## config.mk

```make
export PLATFORM = sky130hd
export DESIGN_NAME = fifolifo_buffer
export DESIGN_NICKNAME = d
export VERILOG_FILES = /design/src/rtl/fifolifo_buffer.sv
export SDC_FILE = /design/constraint.sdc
export NUM_CORES = 2
export LEC_CHECK = 0
export ABC_AREA = 1
export CAP_MARGIN = 10
export CELL_PAD_IN_SITES_DETAIL_PLACEMENT = 1
export CELL_PAD_IN_SITES_GLOBAL_PLACEMENT = 1
export CORE_MARGIN = 2
export CORE_UTILIZATION = 50
export DETAILED_ROUTE_END_ITERATION = 8
export GPL_ROUTABILITY_DRIVEN = 0
export PLACE_DENSITY_LB_ADDON = 0.1
export SETUP_SLACK_MARGIN = 0.2
export SYNTH_ARGS = -nofsm -noshare
export SYNTH_HDL_FRONTEND = slang
export SYNTH_SLANG_ARGS = --single-unit
```

## constraint.sdc

```tcl
create_clock -name Wrclk -period 10.7 [get_ports Wrclk]
set_input_delay 2.14 -clock Wrclk [delete_from_list [all_inputs] [get_ports Wrclk]]
set_output_delay 2.14 -clock Wrclk [all_outputs]
set_load 0.03 [all_outputs]
```

## src/rtl/fifolifo_buffer.sv

```systemverilog
// fifolifo_buffer: single-clock buffer that runs as either a FIFO or a LIFO
// stack over one DEPTH x DAT_WIDTH storage array with registered read data.
// Define FIFOLIFO_ERRFLAG_EN to build the sticky Overflow/Underflow/Mode_err
// flags; without it those outputs are constant 0 and no flag logic exists.
module fifolifo_buffer #(
    parameter int DAT_WIDTH = 32,
    parameter int L         = 6,
    parameter int DEPTH     = 64,
    parameter int AF_LEVEL  = 60
) (
    input  logic                 Wrclk,
    input  logic                 Rst,
    input  logic                 Mode,
    input  logic [DAT_WIDTH-1:0] Datain,
    input  logic                 Wren,
    input  logic                 Rden,
    output logic [DAT_WIDTH-1:0] Dataout,
    output logic                 Rdvalid,
    output logic                 Mode_act,
    output logic [L:0]           Count,
    output logic                 Full,
    output logic                 Empty,
    output logic                 Almost_full,
    output logic                 Overflow,
    output logic                 Underflow,
    output logic                 Mode_err
);

    localparam logic [L:0]   FULL_CNT = DEPTH[L:0];
    localparam logic [L:0]   AF_CNT   = AF_LEVEL[L:0];
    localparam logic [L:0]   CNT_ONE  = {{L{1'b0}}, 1'b1};
    localparam logic [L-1:0] PTR_ONE  = {{(L-1){1'b0}}, 1'b1};

    logic [DAT_WIDTH-1:0] mem [DEPTH];

    logic [L-1:0]         wr_ptr_q, wr_ptr_d;
    logic [L-1:0]         rd_ptr_q, rd_ptr_d;
    logic [L-1:0]         sp_q, sp_d;
    logic [L:0]           count_q, count_d;
    logic                 mode_act_q, mode_act_d;
    logic [DAT_WIDTH-1:0] dataout_q;
    logic                 rdvalid_q;

    logic                 rd_acc;
    logic                 wr_acc;
    logic                 mode_load;
    logic [L-1:0]         rd_addr;
    logic [L-1:0]         wr_addr;

    // Occupancy flags come straight from the registered count.
    assign Full        = (count_q == FULL_CNT);
    assign Empty       = (count_q == '0);
    assign Almost_full = (count_q >= AF_CNT);
    assign Count       = count_q;
    assign Mode_act    = mode_act_q;
    assign Dataout     = dataout_q;
    assign Rdvalid     = rdvalid_q;

    // A read at Full frees a slot, so a write in the same cycle still fits.
    assign rd_acc    = Rden && !Empty;
    assign wr_acc    = Wren && (!Full || rd_acc);
    // Mode may only switch while the buffer is empty and stays empty this edge.
    assign mode_load = (count_q == '0) && !wr_acc;

    // Address selection: LIFO pop reads top-of-stack; a simultaneous push
    // overwrites that same slot, so the stack pointer does not move.
    always_comb begin
        rd_addr = rd_ptr_q;
        wr_addr = wr_ptr_q;
        if (!mode_act_q) begin
            rd_addr = sp_q - PTR_ONE;
            wr_addr = rd_acc ? (sp_q - PTR_ONE) : sp_q;
        end
    end

    // Next-state for pointers, occupancy and active mode.
    always_comb begin
        wr_ptr_d   = wr_ptr_q;
        rd_ptr_d   = rd_ptr_q;
        sp_d       = sp_q;
        count_d    = count_q;
        mode_act_d = mode_load ? Mode : mode_act_q;

        if (wr_acc && !rd_acc) begin
            count_d = count_q + CNT_ONE;
        end else if (rd_acc && !wr_acc) begin
            count_d = count_q - CNT_ONE;
        end

        if (mode_act_d != mode_act_q) begin
            // A mode switch only happens when empty; restart all pointers.
            wr_ptr_d = '0;
            rd_ptr_d = '0;
            sp_d     = '0;
        end else if (mode_act_q) begin
            if (wr_acc) wr_ptr_d = wr_ptr_q + PTR_ONE;
            if (rd_acc) rd_ptr_d = rd_ptr_q + PTR_ONE;
        end else begin
            if (wr_acc && !rd_acc) begin
                sp_d = sp_q + PTR_ONE;
            end else if (rd_acc && !wr_acc) begin
                sp_d = sp_q - PTR_ONE;
            end
        end
    end

    // Storage write port; the array is left unreset so it maps onto block RAM.
    always_ff @(posedge Wrclk) begin
        if (wr_acc) mem[wr_addr] <= Datain;
    end

    // Control state and registered read data with asynchronous clear.
    always_ff @(posedge Wrclk or negedge Rst) begin
        if (!Rst) begin
            wr_ptr_q   <= '0;
            rd_ptr_q   <= '0;
            sp_q       <= '0;
            count_q    <= '0;
            mode_act_q <= 1'b1;
            dataout_q  <= '0;
            rdvalid_q  <= 1'b0;
        end else begin
            wr_ptr_q   <= wr_ptr_d;
            rd_ptr_q   <= rd_ptr_d;
            sp_q       <= sp_d;
            count_q    <= count_d;
            mode_act_q <= mode_act_d;
            rdvalid_q  <= rd_acc;
            if (rd_acc) dataout_q <= mem[rd_addr];
        end
    end

`ifdef FIFOLIFO_ERRFLAG_EN
    logic overflow_q, overflow_d;
    logic underflow_q, underflow_d;
    logic mode_err_q, mode_err_d;

    // Sticky error conditions: refused write, refused read, illegal mode request.
    always_comb begin
        overflow_d  = overflow_q  || (Wren && Full && !rd_acc);
        underflow_d = underflow_q || (Rden && Empty);
        mode_err_d  = mode_err_q  || ((Mode != mode_act_q) && (count_q != '0));
    end

    // Error flag registers, cleared only by reset.
    always_ff @(posedge Wrclk or negedge Rst) begin
        if (!Rst) begin
            overflow_q  <= 1'b0;
            underflow_q <= 1'b0;
            mode_err_q  <= 1'b0;
        end else begin
            overflow_q  <= overflow_d;
            underflow_q <= underflow_d;
            mode_err_q  <= mode_err_d;
        end
    end

    assign Overflow  = overflow_q;
    assign Underflow = underflow_q;
    assign Mode_err  = mode_err_q;
`else
    assign Overflow  = 1'b0;
    assign Underflow = 1'b0;
    assign Mode_err  = 1'b0;
`endif

endmodule

```

==> results.yml <==
floorplan:
  pin_count: 84
  start_util: 0.504
  die_w_um: 417
  die_h_um: 417
  design.core.area_um2: 169000
  die-area_um2: 174000
  row_count: 151
yosys:
  syn_area_um2: 85400
  synthTopCellsByArea: "edfxtp_1 72%, nand3_1 13%, nand2_1 8.7%, buf_2 1.9%, dfrtp_1 1.7%"
  ys_ff_latch: 2107
  synth_edf_count: 2048
  ys_warn_count: 0
  synth_flop_cell: "edfxtp_1"
  synth_most_common_cell: "nand3_1"
  ys_seq_area_frac: 0.738
  synth_top_area_share: 0.720
  postSynth.asyncResetShare: 0.0280
  avgSynthCellArea_um2: 12.1
  synth_common_cells: "2266 x nand3_1, 2048 x edfxtp_1, 1971 x nand2_1"
  yosysTopAreaCell: "edfxtp_1"
  synth_cell_types: 40
  synth_cells: 7054
clock_tree:
  ctsRootBufferMaster: "clkbuf_16"
  post_cts_buffers: 0
  cts_tree: "done"
  postCtsHoldBufs: 0
  cts_sinks: 2107
  cts_resized: 0
  clk_path_buf_depth: 3
  clkSlewWorstSetupHoldPaths_ps: 60
  htreeDepth: 4
  cts_buffers: 215
  clkLatencyLatePin_ps: 850
flow_run:
  maxCapViolations: 0
worst_setup_path:
  crit_type: "input port to flop"
  cpPeakStageDelay_ps: 1370
  r2r-start: "sp_q[0]"
  rr_endpoint: "Dataout[21]"
  worstPathCellList: "clkdlybuf4s50_1, inv_1, nor2_4, buf_4, inv_2, nand2_1, nand3_1, o21ai_0, nand3_1, nor2_4"
  path_max_fanout: 43
  worstSetupStartpoint: "Rden"
  cp_slowest_cell: "nor2_4"
  worst_setup_path_end_kind: "flop"
  endpoint: "mem[59][11]"
  critical-path-top-delay-family: "simple AND/OR/NAND/NOR gates"
  path_depth: 10
  worstPathRequired_ps: 11150
  crit_buf_inv: 4
  critPathLaunchType: "input port"
  reg2regPathDepth: 16
  rrSetupSlack_ps: 5390
  arrival_ps: 6780
sta:
  slew_viol_final: 0
  worst_slew_pin_slew_ps: 1280
  skew_ps: 20.2
  max-slew-margin-rel: 0.146
  finalSetupTns_ps: 0
  fmax_ghz: 0.158
  rsz0062_at_grt: "false"
  fin_crit_ps: 6330
  setup_viol: 0
  period_share: 0.592
  hold_violations: 0
finish:
  fin_nets: 7026
  final_cell_area_um2: 94500
  final_cells: 9382
  area_growth_syn_to_layout_pct: 10.6
  drive_gt1_frac: 0.0717
power:
  leakagePower_nw: 32.6
  power_density_nw_per_um2: 310
  ir_worst_vdd_uv: 254
  finalPower_mw: 29.3
place:
  dp.cells: 8978
  dpl_cell_area_um2: 88000
  io_buffer_count: 80
  hpwlAfterDp_um: 144000
route:
  initialDrtViolationCount: 5576
  vias: 57200
  drt_pass1_iterations: 6
  routed_wl_um: 264000
  ant_nets: 0
  wl_per_cell_um: 28.1
  drt_drc_violations_left: 0
  via_per_inst: 6.09
global_route:
  grt_pass1_wl_um: 388000
  grt_pass1_vias: 59300
  overflow: 0
  grt_max_degree: 224
  antenna_found_initial: 16
  grt_usage: 0.301
outcome:
  status: "finished clean"
min_path:
  hp-start: "Dataout[3]"
  hold_class: "flop to flop"
## layer usage
layer	vias to the layer above	global-route usage	wire [um]
li1	25200	-	-
met3	455	0.0453	16400
met4	0	0.101	8570
met2	1888	0.516	133000
met1	29600	0.395	105000
met5	-	0	0
## stage by stage
step	hold slack [ps]	utilization	worst slack, ps
after floorplan	493	-	5730
after global placement	478	0.519	3740
after detailed placement	488	0.519	3670
after CTS	500	0.557	4550
after global routing	526	0.557	4240
final	494	0.557	4370
## power breakdown
group          switching [mW]  internal [mW]  total [mW]
sequential              0.201           9.49        9.69
combinational            9.42           3.16        12.6
clock                    3.15           3.92        7.07
## layout by cell type (no fill, tap or decap), drive strengths merged, types with 12 or more instances in the layout
| master | Yosys | final |
|---|---|---|
| dfrtp | 58 | 58 |
| nand3 | 2272 | 2272 |
| o21ai | 20 | 20 |
| nand2 | 1973 | 1973 |
| clkbuf | 97 | 291 |
| buf | 386 | 140 |
| clkdlybuf4s50 | 0 | 47 |
| nor2 | 84 | 84 |
| edfxtp | 2048 | 2048 |
| ha | 12 | 12 |
| inv | 45 | 54 |
| clkinv | 1 | 83 |
## logic make-up (layout without fill, tap and decap cells)
kind of cell / count (synthesis) / count (layout) / synth area share
other: 1 / 11 / 0.0000439
flip-flops: 2107 / 2107 / 0.738
XOR/XNOR: 16 / 16 / 0.00164
AO/OA/AOI/OAI: 51 / 51 / 0.00375
AND/OR/NAND/NOR: 4338 / 4338 / 0.225
adder cells (fa/ha/maj): 12 / 12 / 0.00176
buffers and inverters: 529 / 629 / 0.0304
## layout make-up
class / count / area [um2]
Tap cell: 2218 / 2780
Timing Repair Buffer: 187 / 1620
Multi-Input combinational cell: 4420 / 20400
Fill cell: 17000 / 75000
Clock buffer: 291 / 5800
Clock inverter: 105 / 686
Inverter: 46 / 198
Sequential cell: 2107 / 63000
Antenna cell: 8 / 20.0
## worst min-delay path: cells and delay by family, from the launching register on
kind | cells | cell delay [ps]
and+or+nand+nor | 2 | 120
DFF | 1 | 350
## flip-flops by register name (all words and copies together), names as in the netlist
signal    cells
mem        2048
Dataout      32
Count         7
rd_ptr_q      6
sp_q          6
wr_ptr_q      6
Mode_act      1
Rdvalid       1
## how the worst min path moves through the flow
stage | endpoint | slack [ps] | depth (start not counted)
6_report | Dataout[3] | 490 | 2
5_1_grt | Dataout[8] | 530 | 2
4_1_cts | Dataout[3] | 500 | 2
3_5_place_dp | Dataout[3] | 490 | 2
3_3_place_gp | Dataout[2] | 480 | 2
2_1_floorplan | rd_ptr_q[5] | 490 | 2
Note: power is estimated with default switching activity, not from simulation.
